--- config.mk ---
export PLATFORM = sky130hd
export DESIGN_NAME = system_buffer_reader
export DESIGN_NICKNAME = d
export VERILOG_FILES = /design/src/rtl/system_buffer_reader.sv
export SDC_FILE = /design/constraint.sdc
export NUM_CORES = 1
export LEC_CHECK = 0
export ABC_AREA = 1
export BUFFER_PORTS_ARGS = -buffer_cell sky130_fd_sc_hd__buf_4
export CAP_MARGIN = 20
export CORE_AREA = 4 4 163 165
export DETAILED_ROUTE_END_ITERATION = 7
export DIE_AREA = 0 0 167 169
export PLACE_DENSITY_LB_ADDON = 0.25
export SYNTH_ARGS = -nofsm -noshare
export SYNTH_HDL_FRONTEND = slang
export SYNTH_SLANG_ARGS = --single-unit
--- constraint.sdc ---
create_clock -name clock -period 6 [get_ports clock]
set_input_delay 0 -clock clock [delete_from_list [all_inputs] [get_ports clock]]
set_output_delay 0 -clock clock [all_outputs]
set_load 0.01 [all_outputs]
--- src/rtl/system_buffer_reader.sv ---
// Port-B consumer of the system buffer: fetches words into a 64-bit MSB-aligned
// bit accumulator and presents a 32-bit window to the bitstream parser.
module system_buffer_reader #(
  parameter int unsigned ADDR_WIDTH = 10
) (
  input  logic                  clock,
  input  logic                  resetn,
  input  logic [ADDR_WIDTH:0]   Write_Pointer_I,
  output logic                  Buffer_Enable_O,
  output logic [ADDR_WIDTH-1:0] Buffer_Address_O,
  input  logic [31:0]           Buffer_Data_I,
  output logic [ADDR_WIDTH:0]   Read_Pointer_O,
  output logic [31:0]           Bits_O,
  output logic                  Bits_Valid_O,
  input  logic [5:0]            Shift_I,
  input  logic                  Shift_Valid_I,
  input  logic                  Flush_I,
  output logic                  Error_O
);

  typedef enum logic {IDLE, CAPTURE} state_t;

  state_t              state, state_next;
  logic [63:0]         acc, acc_shifted, acc_next;
  logic [6:0]          count, count_after_shift, count_next;
  logic                shift_ok, shift_bad, empty, fetch;

  // Shift is applied before any capture so an insert lands at the post-shift count.
  always_comb begin
    shift_ok          = Shift_Valid_I && (Shift_I <= 6'd32) && Bits_Valid_O;
    shift_bad         = Shift_Valid_I && !shift_ok;
    acc_shifted       = shift_ok ? (acc << Shift_I) : acc;
    count_after_shift = shift_ok ? (count - {1'b0, Shift_I}) : count;
    empty             = (Write_Pointer_I == Read_Pointer_O);
    fetch             = (state == IDLE) && !empty && (count_after_shift <= 7'd32) && !Flush_I;
    acc_next          = acc_shifted;
    count_next        = count_after_shift;
    if (state == CAPTURE) begin
      acc_next   = acc_shifted | ({Buffer_Data_I, 32'h0} >> count_after_shift);
      count_next = count_after_shift + 7'd32;
    end
  end

  always_comb begin
    state_next = state;
    case (state)
      IDLE:    if (fetch) state_next = CAPTURE;
      CAPTURE: state_next = IDLE;
      default: state_next = IDLE;
    endcase
    if (Flush_I) state_next = IDLE;
  end

  always_comb begin
    Buffer_Enable_O  = fetch;
    Buffer_Address_O = Read_Pointer_O[ADDR_WIDTH-1:0];
    Bits_O           = acc[63:32];
  end

  always_ff @(posedge clock or negedge resetn) begin
    if (!resetn) state <= IDLE;
    else         state <= state_next;
  end

  always_ff @(posedge clock or negedge resetn) begin
    if (!resetn) begin
      acc            <= '0;
      count          <= '0;
      Bits_Valid_O   <= 1'b0;
      Error_O        <= 1'b0;
      Read_Pointer_O <= '0;
    end else if (Flush_I) begin
      acc            <= '0;
      count          <= '0;
      Bits_Valid_O   <= 1'b0;
      Error_O        <= 1'b0;
      Read_Pointer_O <= Write_Pointer_I;
    end else begin
      acc          <= acc_next;
      count        <= count_next;
      Bits_Valid_O <= (count_next >= 7'd32);
      if (shift_bad) Error_O <= 1'b1;
      if (fetch)     Read_Pointer_O <= Read_Pointer_O + (ADDR_WIDTH+1)'(1);
    end
  end

endmodule

==> flow_summary.toml <==
[yosys]
netlist_instances = 1908
syn_nets = 1970
avgSynthCellArea_um2 = 5.85
synth_common_cells = "523 x nand2_1, 432 x nand3_1, 171 x o21ai_0, 112 x a21oi_1, 85 x dfrtp_1"
ys_seq_area_share_pct = 19.1
synthTopCellsByArea = "nand3_1 19%, dfrtp_1 19%, nand2_1 18%"
synth_seq_cells = 85
yosys.area.top_type = "nand3_1"
synth_warnings = 0
synth_edf_count = 0
synth_area_um2 = 11200
synth_top_area_share_pct = 19.4
synth_ff_type = "dfrtp_1"
synth.most_common_cell = "nand2_1"
synth.distinct_cells = 45
synth-async-reset-ratio_pct = 100

[clock_tree]
clock_sinks = 85
insertion_delay_ns = 0.34
cts_resized = 0
holdBufCountCts = 6
post-cts-setup-buffer-count = 0
htree_levels = 3
max-clock-path-buffers = 2
cts_root_buf = "clkbuf_16"
cts_tree = "done"
clk_pin_slew_ns = 0.07
cts_inserted_buffers = 9

[final_layout]
filler_cell_count = 2749
synthToLayoutAreaGrowth_pct = 6.61
nets = 1932
n_antenna_cell = 0
fin_util_pct = 47.5
drive_gt1_share_pct = 11.0
multiInputGateArea_um2 = 7680
design_area_um2 = 11900
regArea_um2 = 2130
finalNonFillerCells = 2205

[pwr]
ir_drop_mv = 0.150
leakagePower_nw = 5.33
p_per_area_nw_per_um2 = 358
power_frac_seq_pct = 24.4
power_frac_comb_pct = 62.2
p_switching_mw = 2.30
p_int_mw = 1.96
totalPowerFinal_mw = 4.26
netSwitchingFraction_pct = 54.0
p_clk_share_pct = 13.4

[setup_path]
cpMostUsedCell = "buf_4"
rr_endpoint = "Read_Pointer_O[5]"
ff2ff_path_depth = 13
worstPathRequired_ns = 6.00
reg2reg_from = "count[0]"
crit_slowest_cell = "fa_1"
critPathBufInv = 4
cp_top_family = "simple AND/OR/NAND/NOR gates"
rrSetupSlack_ns = 2.38
path_depth = 14
critPathCapture = "Buffer_Enable_O"
critPathMaxStageDelay_ns = 0.59
crit_path_start_kind = "input pin"
crit_chain = "buf_4 > inv_4 > fa_1 > nand3_1 > nand2_1 > xnor2_1 > o21ai_4 > buf_4 > nor2_2 > nand2_1 > nor2_1 > o21ai_1 > nor2_1 > buf_4"
path_class = "input pin to output pin"
crit_start = "Shift_I[1]"
worstPathArrival_ns = 3.87
crit_path_end_kind = "output pin"
critPathMaxFanout = 64

[grt]
overflow = 0
gr-usage-all-layers_pct = 32.7
grt_pass1_wl_um = 73000
grt_max_degree = 95
antenna_found_initial = 0
grt_pass1_vias = 12300

[drt]
routed_wl_um = 48400
routed-via-count = 13700
first_iter_violations = 1880
drc_errors = 1
routed_via_density = 6.21
antenna_left = 0
drt_pass1_iterations = 8
wl_per_cell_um = 22.0

[die]
fp-row-count = 58
core_um2 = 25000
die-area_um2 = 28200
pin_count = 109
initial_core_util_pct = 44.6
die_x_um = 167
dieHeight_um = 169

[placement]
dpl.hpwl_um = 37000
pre_cts_ws_ns = 2.08
placed_area_um2 = 11500
portBuffers = 108
place.gp.congestion = 1.03
dp_cells = 2183

[timing]
clock_skew_ns = 0.0106
fin_crit_sh_pct = 64.6
finalHoldViolations = 0
rsz0062_at_grt = "no"
maxSlewViolCount = 0
worstMarginPinSlew_ns = 1.01
period_minus_slack_ns = 3.87
tns_ns = 0
relSlewSlack_pct = 32.7
setup_slack_ns = 2.13
holdWs_ns = 0.00673
finalSetupViolations = 0
max_freq_mhz = 258

[run_status]
violations = "DRC"
status = "finished, violations left"

[worst_hold_path]
hp-start = "Write_Pointer_I[4]"
worstHoldPathType = "input pin to flop"

[run]
cap_viol_max_count = 0
## kinds of logic after synthesis
kind of cell / Yosys count / synth area share (%)
simple gates: 1108 / 44.4
compound gates: 376 / 18.9
buf+inv: 278 / 12.2
flops: 85 / 19.1
mux: 28 / 2.51
xor+xnor: 24 / 1.88
fa+ha+maj: 9 / 1.08
## worst min-delay path, delay by kind of cell
kind | cells | cell delay (ns)
AOI/OAI and AO/OA | 2 | 0.13
and+or+nand+nor | 2 | 0.10
buffers and inverters | 1 | 0.09
## placed cells by master, fill, tap and decap left out, types with 14 or more instances in the layout
master,instances
nand3_1,432
nand4_1,15
nor2_1,73
dfrtp_1,85
o211ai_1,49
mux2i_1,28
nand2_1,523
or2_2,35
xor2_1,17
o21ai_0,171
buf_4,128
inv_1,82
a21oi_1,112
a22oi_1,14
## sequential cells by signal, summed over array words and instances (netlist names)
signal / cells
count: 7
Error_O: 1
Read_Pointer_O: 11
Bits_Valid_O: 1
acc: 64
state: 1
## layout make-up
| type | count | share of cell area (%) |
|---|---|---|
| clock buffers | 9 | 1.89 |
| multi-input cells | 1545 | 64.5 |
| inverters | 95 | 3.04 |
| flip-flops and latches | 85 | 17.9 |
| well taps | 330 | 3.47 |
| clock inverters | 7 | 0.620 |
| repair buffers | 134 | 8.58 |
## per-layer routing
metal / routed length [um] / track usage, % / vias up
li1: - / - / 6377
met1: 20100 / 44.7 / 6388
met2: 20800 / 49.7 / 779
met3: 4250 / 4.74 / 153
met4: 3180 / 18.5 / 0
met5: 0 / 0 / -
## power by group through the flow
stage / registers [mW] / logic (mW) / clock network [mW]
after global placement: 1.03 / 2.57 / 0
after global routing: 1.05 / 2.90 / 0.602
final: 1.04 / 2.65 / 0.569
after floorplan: 0.902 / 1.88 / 0
after detailed placement: 1.03 / 2.58 / 0
after CTS: 1.02 / 2.59 / 0.572
## how the worst min path moves through the flow
stage	end	slack (ns)	cells after the start
5_1_grt	Read_Pointer_O[2]	0.01	5
6_report	Read_Pointer_O[4]	0.007	5
4_1_cts	Read_Pointer_O[2]	0.0009	5
3_3_place_gp	acc[41]	-0.07	1
2_1_floorplan	Bits_Valid_O	-0.30	0
3_5_place_dp	acc[41]	-0.07	1
Note: power is estimated with default switching activity, not from simulation.
